File: src/rtl/p2s_4bit.sv
// p2s_4bit: parallel-to-serial transmitter.
// Accepts a WIDTH-bit word on a valid/ready handshake into a holding register,
// moves it into a shift register and sends one bit per clock on dout_o, with
// sync_o marking the first bit of each word. Words queued in time stream with
// no idle gap; a word ending with nothing queued raises a one-cycle underrun.
//
// Ports:
//   clk_i       clock, rising edge
//   clr_n_i     asynchronous active-low reset
//   p_i         parallel word, sampled when load_i & ready_o
//   load_i      word-valid request
//   ready_o     holding register empty (registered)
//   dout_o      serial data (registered)
//   sync_o      high during the first bit of each word (registered)
//   busy_o      high while a word is on dout_o (registered)
//   underrun_o  one-cycle pulse: word finished with nothing queued (registered)
module p2s_4bit #(
  parameter int unsigned WIDTH     = 4,
  parameter int unsigned MSB_FIRST = 0
) (
  input  logic             clk_i,
  input  logic             clr_n_i,
  input  logic [WIDTH-1:0] p_i,
  input  logic             load_i,
  output logic             ready_o,
  output logic             dout_o,
  output logic             sync_o,
  output logic             busy_o,
  output logic             underrun_o
);

  localparam int unsigned CNT_W = (WIDTH > 1) ? $clog2(WIDTH) : 1;
  localparam logic [CNT_W-1:0] CNT_LAST = CNT_W'(WIDTH - 1);

  typedef enum logic {
    IDLE  = 1'b0,
    SHIFT = 1'b1
  } state_e;

  state_e             state_q, state_d;
  logic [CNT_W-1:0]   cnt_q, cnt_d;
  logic [WIDTH-1:0]   sr_q, sr_d;
  logic [WIDTH-1:0]   hold_q, hold_d;
  logic               hold_full_q, hold_full_d;
  logic               ready_q, ready_d;
  logic               dout_q, dout_d;
  logic               sync_q, sync_d;
  logic               busy_q, busy_d;
  logic               underrun_q, underrun_d;

  logic               accept_c;

  // ready_q mirrors !hold_full_q, so an accept can never coincide with a transfer
  assign accept_c = load_i & ready_q;

  // Next-state and registered-output computation
  always_comb begin
    state_d     = state_q;
    cnt_d       = cnt_q;
    sr_d        = sr_q;
    hold_d      = hold_q;
    hold_full_d = hold_full_q;
    underrun_d  = 1'b0;

    unique case (state_q)
      IDLE: begin
        if (hold_full_q) begin
          sr_d        = hold_q;
          hold_full_d = 1'b0;
          cnt_d       = '0;
          state_d     = SHIFT;
        end
      end
      SHIFT: begin
        if (cnt_q == CNT_LAST) begin
          cnt_d = '0;
          if (hold_full_q) begin
            // Back-to-back: next word starts on the very next cycle
            sr_d        = hold_q;
            hold_full_d = 1'b0;
          end else begin
            state_d    = IDLE;
            underrun_d = 1'b1;
          end
        end else begin
          cnt_d = cnt_q + CNT_W'(1);
          if (MSB_FIRST != 0) begin
            sr_d = {sr_q[WIDTH-2:0], 1'b0};
          end else begin
            sr_d = {1'b0, sr_q[WIDTH-1:1]};
          end
        end
      end
      default: state_d = IDLE;
    endcase

    if (accept_c) begin
      hold_d      = p_i;
      hold_full_d = 1'b1;
    end

    // Outputs derived from next state so they are valid right after the edge
    busy_d  = (state_d == SHIFT);
    sync_d  = (state_d == SHIFT) && (cnt_d == '0);
    ready_d = !hold_full_d;
    if (state_d == SHIFT) begin
      dout_d = (MSB_FIRST != 0) ? sr_d[WIDTH-1] : sr_d[0];
    end else begin
      dout_d = 1'b0;
    end
  end

  // State and output registers
  always_ff @(posedge clk_i or negedge clr_n_i) begin
    if (!clr_n_i) begin
      state_q     <= IDLE;
      cnt_q       <= '0;
      sr_q        <= '0;
      hold_q      <= '0;
      hold_full_q <= 1'b0;
      ready_q     <= 1'b1;
      dout_q      <= 1'b0;
      sync_q      <= 1'b0;
      busy_q      <= 1'b0;
      underrun_q  <= 1'b0;
    end else begin
      state_q     <= state_d;
      cnt_q       <= cnt_d;
      sr_q        <= sr_d;
      hold_q      <= hold_d;
      hold_full_q <= hold_full_d;
      ready_q     <= ready_d;
      dout_q      <= dout_d;
      sync_q      <= sync_d;
      busy_q      <= busy_d;
      underrun_q  <= underrun_d;
    end
  end

  assign ready_o    = ready_q;
  assign dout_o     = dout_q;
  assign sync_o     = sync_q;
  assign busy_o     = busy_q;
  assign underrun_o = underrun_q;

endmodule

File: config.mk
export PLATFORM = sky130hd
export DESIGN_NAME = p2s_4bit
export DESIGN_NICKNAME = d
export VERILOG_FILES = /design/src/rtl/p2s_4bit.sv
export SDC_FILE = /design/constraint.sdc
export NUM_CORES = 1
export LEC_CHECK = 0
export CORE_UTILIZATION = 46
export CTS_BUF_LIST = sky130_fd_sc_hd__clkbuf_8
export DETAILED_ROUTE_END_ITERATION = 7
export GPL_TIMING_DRIVEN = 1
export PLACE_DENSITY = 0.76
export SLEW_MARGIN = 20
export SYNTH_ARGS = -nofsm -noshare
export SYNTH_HDL_FRONTEND = slang
export SYNTH_SLANG_ARGS = --single-unit
export TNS_END_PERCENT = 1
File: constraint.sdc
create_clock -name clk_i -period 1.13 [get_ports clk_i]
set_clock_uncertainty 0.1 [all_clocks]
set_input_delay 0.226 -clock clk_i [delete_from_list [all_inputs] [get_ports clk_i]]
set_output_delay 0.226 -clock clk_i [all_outputs]
set_load 0.02 [all_outputs]
# == After elaboration in Yosys (flattened, before gate mapping) ==
# Cells that the tools add are included.
# totals
out_inout_bits,5
reg_bits,16
in_bits,7
word_cells,32
# op_classes
eq_ne,1
n_mux,16
bitwise,2
add_sub_neg,1
n_reduce_logical,3
# ops
operator,n
2-to-1 mux 1 bit,8
2-to-1 mux 4 bit,2
one-hot mux 4 bit (2 select lines),1
2-to-1 mux 2 bit,2
one-hot mux 1 bit (2 select lines),2
one-hot mux 2 bit (2 select lines),1
"adder 2 x 1 -> 2 bit, second input constant",1
"== test 2 bit, second input constant",1
logical NOT 2 bit,1
bitwise AND 1 bit,1
logical AND 1 bit,1
logical NOT 1 bit,1
NOT 1 bit,1

# == Depth between registers and ports, before layout ==
# Gate-level depths: netlist (run 1).
# depth
ltp_word,5
ltp_mapped,5
mapped_depth_nobuf,4

# == Least setup slack after synthesis (run 1) ==
# No wires, ideal clock.
# synth_path
kind,register to register
start,"register, netlist name busy_o"
end,register cnt_q[0]
t_arrival_ps,1001
setup_time_ps,125
required_ps,905
path_slack_ps,-95
path_buffers,1
synth_period_minus_slack_ps,1225
path_stages_with_launch,4
cell_sequence,dfrtp_1 -> nor2b_4 -> buf_6 -> mux2_2
# synth_lines
element,line_no,text
end signal: assignment,128,cnt_q <= cnt_d;
end: declaration,41,"logic [CNT_W-1:0] cnt_q, cnt_d;"

# == Final worst setup path (run 1) ==
# layout_path
start,"register ready_q, in the netlist ready_o"
end,output port ready_o
# layout_lines
element,line_no,text
start: declaration,45,"logic ready_q, ready_d;"
start signal: assignment,132,ready_q <= ready_d;
end: declaration,25,"output logic ready_o,"
# No word-level cell between the ends.

==> metrics.md, run 1 <==
| Metric | Value |
|---|---|
| Die Y | 38.3 um |
| Pin count of the biggest net entering global routing | 16 |
| RSZ-0062 raised after global routing | yes |
| Final ANT Viol Nets | 0 |
| Clock buffer count from CTS | 3 |
| Area of the mapped netlist | 607 um^2 |
| PortBufs | 11 |
| Post-Syn Nets | 56 |
| Root Buffer | clkbuf_8 |
| Post-synthesis compound-gate area fraction | 6.60% |
| Biggest area consumer among synthesized cells | dfrtp_1 |
| Mux contribution to synthesized area | 14.2% |
| Failing checks | setup timing |
| # rows | 12 |
| Slew Limit Fails | 0 |
| Setup crit end kind | output port |
| CP bufs+invs | 1 |
| Slowest stage cell, crit path | dfstp_2 |
| Initial DRC count | 4 |
| First-pass GRT wire length | 1.61 mm |
| CTS tree | yes |
| DR pass1 iterations | 3 |
| Status | finished, violations left |
| Deepest clock path buffer count | 2 |
| Core footprint | 0.00117 mm^2 |
| Gr ovfl total | 0 |
| Kind of critical path | reg -> out |
| # IOs | 12 |
| H-tree depth | 1 |
| Reg clk slew, reported paths | 0.06 ns |
| Worst-path maximum fanout | 2 |
| GRT Util Overall | 17.1% |
| Worst-Margin Slew | 0.202 ns |
| Final setup fails | 8 |
| Non-Filler Instances | 80 |
| Area occupied by multi-input gates | 243 um^2 |
| FFs w/ async S/R, synth | 100% |
| Clock share of power | 17.1% |
| Post-synthesis sequential area ratio | 62.1% |
| Max-Cap Viols | 0 |
| Fillers | 98 |
| RD Place Congestion | 0.721 |
| Clk_lat worst skew | 0.24 ns |
| HP Class | in -> async |
| Post-Syn Instances | 48 |
| Chip width | 38.3 um |
| Yosys warns | 0 |
| Seq cells post-synth | 15 |
| Worst path max stage delay | 0.53 ns |
| Worst EP required | 0.80 ns |
| Syn avg cell area | 12.6 um^2 |
| XOR/XNOR Fraction of Synth Area | 0% |
| Pre-CTS WS | -0.298 ns |
| Synthesis-to-finish area growth | 36.7% |
| Top-count cell post-synth | dfrtp_1 |
| Crit path cell chain | buf_6 |
| Largest family of logic cells by synthesized area | multiplexers |
| FMAX | 826 MHz |
| Startpoint types | flip-flop |
| Hold-fix buffer count after cts | 0 |
| Initial Util | 51.8% |
| Initial antenna violation count | 0 |
| DRC | 0 |
| Post-synth top cells | 14 x dfrtp_1, 8 x nand2_1, 5 x mux2_2, 4 x o21ai_0 |
| Worst Slack Setup Final | -0.0809 ns |
| PD cells | 2880 mW/mm^2 |
| Final WL | 926 um |
| Clock sink total | 15 |
| Combinational power share | 42.0% |
| Synth top area cells | dfrtp_1 58%, mux2_2 9.3%, mux2i_1 4.9% |
| Nets | 75 |
| Worst EP arrival | 0.88 ns |
| Period minus WS final | 1.21 ns |
| Flop pwr share | 40.8% |
| Top FF cell, synth | dfrtp_1 |
| Post-Synth Adder-Cell Area | 2.06% |
| TNS Setup | -0.429 ns |
| Synth Area in Simple Gates | 11.1% |
| Vias in the first global route | 378 |
| Lkg Pwr | 0.399 nW |
| FF-to-FF setup slack | -0.07 ns |
| Post-DR wirelength/cell | 11.6 um |
| CP top delay family | flip-flops |
| Pint | 1.60 mW |
| Vias/cell | 4.95 |
| Reported net switching power | 0.787 mW |
| Share of cells above drive strength 1 | 39.4% |
| VDD IR max | 1.86 mV |
| Synth unique cells | 16 |
| Final period util | 107% |
| Total die area | 0.00147 mm^2 |
| Yosys top cell area share | 57.7% |
| Hpwl dp | 651 um |
| # diodes | 0 |
| Relative slew slack | 86.5% |
| Placed Cells | 75 |
| Routed via count | 396 |
| Fin. Hold Viols | 0 |
| Postcts setup bufs | 0 |
| Sequential cell area | 379 um^2 |
| Post-synth EDFFs | 0 |
| WHS | 0.216 ns |
| Switching share of power | 33.0% |
-- registers in the layout, indices dropped and copies added (netlist names) --
name / flops
sync_o: 1
cnt_q: 2
underrun_o: 1
sr_q: 3
ready_o: 1
busy_o: 1
hold_full_q: 1
dout_o: 1
hold_q: 4
-- power groups by stage --
stage / combinational (mW) / clock [mW] / sequential [mW]
after CTS: 0.991 / 0.413 / 0.976
after detailed placement: 0.962 / 0 / 0.977
after global placement: 0.934 / 0 / 0.964
after floorplan: 0.710 / 0 / 1.03
after global routing: 1.11 / 0.446 / 1.01
final: 1.00 / 0.408 / 0.974
-- logic make-up after synthesis --
family	Yosys count
fa+ha+maj	1
simple gates	14
flops	15
compound gates	6
mux	8
buf+inv	4
-- layer usage --
layer | vias to the layer above | track usage [%] | routed length (um)
met1 | 187 | 21.0 | 424
met4 | 0 | 10.7 | 10
met2 | 11 | 25.8 | 446
met3 | 2 | 5.23 | 45
met5 | - | 0 | 0
li1 | 196 | - | -
-- cell usage in the layout, fill, tap and decap left out, drive strengths merged --
cell           count
inv                3
o21ai              4
dfrtp             14
clkdlybuf4s50      6
and2               1
nor2b              2
mux2i              3
nor2               3
clkbuf             3
ha                 1
a22o               1
or2                1
a32o               1
buf                9
mux2               5
dfstp              1
nand2              8
-- timing repair --
action	4_1_cts	5_1_grt
resized for setup	26	5
gates cloned	1	0
endpoints found under the setup margin	16	14
pin swaps	1	5
-- per-stage QoR --
step,cell area (um^2),utilization [%],power (mW)
3_3_place_gp,777,66.3,1.90
3_5_place_dp,777,66.3,1.94
5_1_grt,830,70.8,2.56
4_1_cts,827,70.6,2.38
2_1_floorplan,623,-,1.74
6_report,830,70.8,2.39
-- final cells by class --
type                            instances  area share (%)
Sequential cell                        15            45.7
Multi-Input combinational cell         30            29.3
Timing Repair Buffer                   15            16.6
Clock buffer                            3            4.98
Tap cell                               14            2.11
Inverter                                2           0.905
Clock inverter                          1           0.452
-- final timing paths --
| path | start | endpoint | cells past startpoint |
|---|---|---|---|
| max | ready_o$_DFF_PN1_ | ready_o | 1 |
| min in group clk_i | sr_q[2]$_DFF_PN0_ | sr_q[1]$_DFF_PN0_ | 2 |
| min reg2reg | sr_q[2]$_DFF_PN0_ | sr_q[1]$_DFF_PN0_ | 2 |
| max in group asynchronous | clr_n_i | ready_o$_DFF_PN1_ | 2 |
| max reg2reg | ready_o$_DFF_PN1_ | hold_q[0]$_DFFE_PN0P_ | 3 |
| min | clr_n_i | dout_o$_DFF_PN0_ | 2 |
No activity file was read; power rests on OpenSTA's default activity.
==> run 2: changes to the inputs <==
- CORE_UTILIZATION: 46 -> 42
- CTS_BUF_LIST: sky130_fd_sc_hd__clkbuf_8 -> unset
- PLACE_DENSITY: 0.76 -> 0.67
==> run 2 against run 1 <==
  * The flow still finishes with violations (setup timing)
  * Count of clock-buffer cells in the layout is 1 higher
  * Flip-flop and latch count stayed put
  * Hold slack got worse by 0.045 ns
  * Largest power group unchanged
  * Via count up 1.5%
  * Final cell count rose by 5.0%
  * Largest cell class unchanged
==> metrics.md, run 2 (same netlist as run 1, synthesis figures left out) <==
| Metric | Value |
|---|---|
| Total die area | 0.00160 mm^2 (+9.0%) |
| H-tree depth | 1 (unchanged) |
| WL met3 | 36 um (-20%) |
| Setup crit end kind | output port |
| Root Buffer | clkbuf_4 |
| # IOs | 12 (unchanged) |
| Final ANT Viol Nets | 0 (unchanged) |
| DR WL met2 | 535 um (+20%) |
| Worst EP required | 0.80 ns (about the same) |
| Period minus WS final | 1.26 ns (+0.0501 ns) |
| Crit path cell chain | buf_6 |
| Top register by number of flip-flops | hold_q |
| Design Power | 2.36 mW (-0.86%) |
| Fillers | 104 (+6.1%) |
| CTS tree | yes |
| Routed via count | 402 (+1.5%) |
| PortBufs | 11 (unchanged) |
| CP bufs+invs | 1 (unchanged) |
| Fin. Hold Viols | 0 (unchanged) |
| Max-Cap Viols | 0 (unchanged) |
| Largest regs | hold_q x4, sr_q x3, cnt_q x2 |
| Gr ovfl total | 0 (unchanged) |
| Pin count of the biggest net entering global routing | 16 (unchanged) |
| FMAX | 793 MHz (-4.0%) |
| CP top delay family | flip-flops |
| Clock buffer count from CTS | 3 (unchanged) |
| RD Place Congestion | 0.767 (+6.4%) |
| TNS Setup | -0.832 ns (-0.403 ns) |
| Failing checks | setup timing |
| Worst-Margin Slew | 0.328 ns (+0.126 ns) |
| Final WL | 1.06 mm (+15%) |
| Slew Limit Fails | 0 (unchanged) |
| Kind of critical path | reg -> out |
| Reg clk slew, reported paths | 0.08 ns (+0.02 ns) |
| Synthesis-to-finish area growth | 36.9% |
| Commonest non-fill, non-tap cell in the layout | dfrtp_1 |
| Slowest stage cell, crit path | dfstp_2 |
| Post-DR wirelength/cell | 12.7 um (+9.4%) |
| Clock sink total | 15 (unchanged) |
| Relative slew slack | 78.1% (-8.4 points) |
| Core footprint | 0.00132 mm^2 (+13%) |
| Worst EP arrival | 0.94 ns (+0.06 ns) |
| Hpwl dp | 753 um (+16%) |
| First-pass GRT wire length | 1.63 mm (+1.3%) |
| # rows | 13 (+1) |
| Initial antenna violation count | 0 (unchanged) |
| Chip width | 40.0 um (+4.4%) |
| Status | finished, violations left |
| Finished Cell Area | 831 um^2 (+0.15%) |
| HP Class | in -> async |
| PD cells | 2850 mW/mm^2 (-1.0%) |
| Final period util | 112% (+4.4 points) |
| WHS | 0.171 ns (-0.0448 ns) |
| Initial DRC count | 4 (unchanged) |
| DR pass1 iterations | 2 (-1) |
| Met1 WL | 486 um (+15%) |
| Most frequent cells in the layout | 13 x dfrtp_1, 7 x nand2_1, 6 x clkdlybuf4s50_1, 5 x mux2_2, 5 x buf_4 |
| VDD IR max | 1.43 mV (-23%) |
| Final setup fails | 13 (+5) |
| Clk_lat worst skew | 0.28 ns (+0.04 ns) |
| Share of cells above drive strength 1 | 40.6% (+1.2 points) |
| Worst path max stage delay | 0.55 ns (+0.02 ns) |
| Vias in the first global route | 386 (+2.1%) |
| Lkg Pwr | 0.396 nW (-0.71%) |
| Startpoint types | flip-flop |
| RSZ-0062 raised after global routing | yes |
| Initial Util | 46.1% (-5.8 points) |
| Post-DP Area | 808 um^2 (+4.0%) |
| Deepest clock path buffer count | 2 (unchanged) |
| Postcts setup bufs | 0 (unchanged) |
| Vias/cell | 4.79 (-3.3%) |
| Max Used Layer | met4 |
| Core Util, Final | 63.1% (-7.8 points) |
| # diodes | 0 (unchanged) |
| Nets | 78 (+4.0%) |
| Worst Slack Setup Final | -0.131 ns (-0.0501 ns) |
| DRC | 0 (unchanged) |
| Die Y | 40.0 um (+4.4%) |
| GRT Util Overall | 16.6% (-0.42 points) |
| Worst-path maximum fanout | 2 (unchanged) |
| Max reg flops | 4 (unchanged) |
-- run 2: power breakdown --
group	switching, mW	leakage [nW]	internal [mW]
Combinational	0.472	0.199	0.629
Sequential	0.173	0.182	0.792
Clock	0.162	0.0150	0.137
-- run 2: per-stage QoR --
stage,std cells,setup WS (ns)
finish,84,-0.131
detailed placement,80,-0.302
floorplan,48,-0.0554
global placement,80,-0.287
global route,84,-0.165
CTS,84,-0.147
-- run 2: cell type report --
class	count	area [um^2]	share of cell area, %
Timing Repair Buffer	19	171	20.6
Sequential cell	15	378	45.5
Tap cell	15	18.8	2.26
Multi-Input combinational cell	29	229	27.6
Inverter	2	7.51	0.904
Clock buffer	4	26.3	3.16
-- run 2: final timing paths --
check                             startpoint            endpoint  slack [ns]  cells after the start
setup / recovery           ready_o$_DFF_PN1_             ready_o       -0.13                      1
hold / removal                       clr_n_i  cnt_q[0]$_DFF_PN0_        0.17                      2
setup reg to reg            busy_o$_DFF_PN0_  cnt_q[0]$_DFF_PN0_       -0.12                      4
hold reg to reg            sr_q[2]$_DFF_PN0_   sr_q[1]$_DFF_PN0_        0.41                      2
max in group asynchronous            clr_n_i   ready_o$_DFF_PN1_        0.56                      2
min in group clk_i         sr_q[2]$_DFF_PN0_   sr_q[1]$_DFF_PN0_        0.41                      2
-- run 2: routing by layer --
metal / vias up / GRT usage (%)
met1: 191 / 18.6
met2: 9 / 28.6
met3: 2 / 5.00
met5: - / 0
met4: 0 / 7.76
li1: 200 / -
-- run 2: repair_timing --
action	CTS	global route
setup endpoints to repair	15	18
pin swaps	3	0
gates resized for setup	27	2
hold buffers	0	0
==> run 3: changes to the inputs <==
- SETUP_SLACK_MARGIN: unset -> 0.15
==> run 3 against run 2 <==
  * Sequential share of layout area down 0.26 points
  * Final cell count stayed put
  * Flip-flop and latch count unchanged
  * Critical path type unchanged
  * Global-route usage did not move
  * Total power rose by 0.72%
  * Final area is 0.90% higher
  * The run still ends with setup timing left
  * Via count grew 1.0%
  * Sequential power increased by 0.7%
  * Non-clock buffer count unchanged
  * Clock power hardly changed
  * Hold slack gained 0.0018 ns
  * Count of clock-buffer cells in the layout stayed put
==> metrics.md, run 3 (same netlist as run 1, synthesis figures left out) <==
| Metric | Value |
|---|---|
| Routed via count | 406 (+1.0%) |
| Worst EP required | 0.80 ns (about the same) |
| FMAX | 793 MHz (about the same) |
| PD cells | 2840 mW/mm^2 (-0.18%) |
| Slowest stage cell, crit path | dfstp_2 |
| Worst-Margin Slew | 0.171 ns (-0.157 ns) |
| Post-DR wirelength/cell | 12.6 um (-0.38%) |
| # IOs | 12 (unchanged) |
| Crit path cell chain | buf_6 |
| Vias/cell | 4.83 (+1.0%) |
| CTS tree | yes |
| Deepest clock path buffer count | 2 (unchanged) |
| HP Class | in -> async |
| Nets | 78 (unchanged) |
| Period minus WS final | 1.26 ns (+0.000400 ns) |
| Most frequent cells in the layout | 12 x dfrtp_1, 7 x nand2_1, 6 x clkdlybuf4s50_1, 5 x mux2_2, 5 x buf_4 |
| VDD IR max | 1.45 mV (+1.4%) |
| Clk_lat worst skew | 0.28 ns (about the same) |
| Worst EP arrival | 0.94 ns (about the same) |
| Final ANT Viol Nets | 0 (unchanged) |
| Max reg flops | 4 (unchanged) |
| Sequential cell area | 379 um^2 (+0.33%) |
| Initial DRC count | 2 (-2) |
| Worst Slack Setup Final | -0.131 ns (-0.000400 ns) |
| Gr ovfl total | 0 (unchanged) |
| Worst-path maximum fanout | 2 (unchanged) |
| Core footprint | 0.00132 mm^2 (unchanged) |
| Final WL | 1.06 mm (-0.38%) |
| Chip width | 40.0 um (unchanged) |
| Initial Util | 46.1% (unchanged) |
| Postcts setup bufs | 0 (unchanged) |
| Largest regs | hold_q x4, sr_q x3, cnt_q x2 |
| Lkg Pwr | 0.396 nW (about the same) |
| Status | finished, violations left |
| Final period util | 112% (about the same) |
| Fillers | 104 (unchanged) |
| GRT Util Overall | 16.6% (unchanged) |
| RSZ-0062 raised after global routing | yes |
| WHS | 0.173 ns (+0.00180 ns) |
| Commonest non-fill, non-tap cell in the layout | dfrtp_1 |
| Vias in the first global route | 386 (unchanged) |
| Kind of critical path | reg -> out |
| Area occupied by multi-input gates | 229 um^2 (unchanged) |
| Reg clk slew, reported paths | 0.08 ns (about the same) |
| CP bufs+invs | 1 (unchanged) |
| Setup crit end kind | output port |
| Clock buffer count from CTS | 3 (unchanged) |
| Pin count of the biggest net entering global routing | 16 (unchanged) |
| Startpoint types | flip-flop |
| Max-Cap Viols | 0 (unchanged) |
| Fin. Hold Viols | 0 (unchanged) |
| Initial antenna violation count | 0 (unchanged) |
| Clock sink total | 15 (unchanged) |
| Worst path max stage delay | 0.55 ns (about the same) |
| # diodes | 0 (unchanged) |
| DR pass1 iterations | 4 (+2) |
| Failing checks | setup timing |
| # rows | 13 (unchanged) |
| Hpwl dp | 753 um (unchanged) |
| Die Y | 40.0 um (unchanged) |
| Top register by number of flip-flops | hold_q |
| Core Util, Final | 63.6% (+0.57 points) |
| Slew Limit Fails | 0 (unchanged) |
| CP top delay family | flip-flops |
| RD Place Congestion | 0.767 (unchanged) |
| Synthesis-to-finish area growth | 38.1% |
| DRC | 0 (unchanged) |
| First-pass GRT wire length | 1.63 mm (unchanged) |
| Total die area | 0.00160 mm^2 (unchanged) |
| Relative slew slack | 88.5% (+10 points) |
| H-tree depth | 1 (unchanged) |
| Final setup fails | 12 (-1) |
| Hold-fix buffer count after cts | 0 (unchanged) |
| Share of cells above drive strength 1 | 42.0% (+1.4 points) |
| Root Buffer | clkbuf_4 |
| PortBufs | 11 (unchanged) |
-- run 3: cell types whose count changed in the layout (fill, tap and decap cells not counted) --
cell | previous run | this run
buf_2 | 4 | 3
dfrtp_2 | 1 | 2
dfrtp_1 | 13 | 12
buf_6 | 3 | 4
-- run 3: path summary, 6_finish.rpt --
path                                   start                  to  slack, ns  cells after the start
max                        ready_o$_DFF_PN1_             ready_o      -0.13                      1
min                                  clr_n_i  cnt_q[0]$_DFF_PN0_       0.17                      2
max reg2reg                 busy_o$_DFF_PN0_  cnt_q[0]$_DFF_PN0_      -0.12                      4
min reg2reg                sr_q[2]$_DFF_PN0_   sr_q[1]$_DFF_PN0_       0.41                      2
max in group asynchronous            clr_n_i   ready_o$_DFF_PN1_       0.56                      2
min in group clk_i         sr_q[2]$_DFF_PN0_   sr_q[1]$_DFF_PN0_       0.41                      2
-- run 3: final cells by class --
type                            instances  area share (%)
Clock buffer                            4            3.13
Inverter                                2           0.896
Multi-Input combinational cell         29            27.3
Sequential cell                        15            45.2
Tap cell                               15            2.24
Timing Repair Buffer                   19            21.2
-- run 3: repair_timing --
item / 4_1_cts / 5_1_grt
cloned: 0 / 0
endpoints found under the setup margin: 19 / 20
resized for setup: 29 / 3
pin swaps: 5 / 0
-- run 3: stage by stage --
stage                     area, um^2  setup TNS, ns  std cells  setup slack (ns)  power, mW
after detailed placement         808          -2.11         80            -0.302       2.06
after CTS                        835         -0.952         84            -0.147       2.39
after global placement           808          -1.89         80            -0.287       2.00
after floorplan                  623         -0.245         48           -0.0554       1.74
final                            838         -0.832         84            -0.131       2.38
after global routing             838          -1.48         84            -0.165       2.56
-- run 3: layer usage --
layer	global-route usage, %	wire length, um	up-vias
li1	-	-	201
met1	18.6	479	194
met2	28.6	541	9
met3	5.00	34	2
met4	7.76	5	0
met5	0	0	-
-- run 3: power by group --
part	internal [mW]	total (mW)	switching [mW]
sequential	0.796	0.972	0.175
clock	0.137	0.298	0.161
combinational	0.641	1.11	0.471
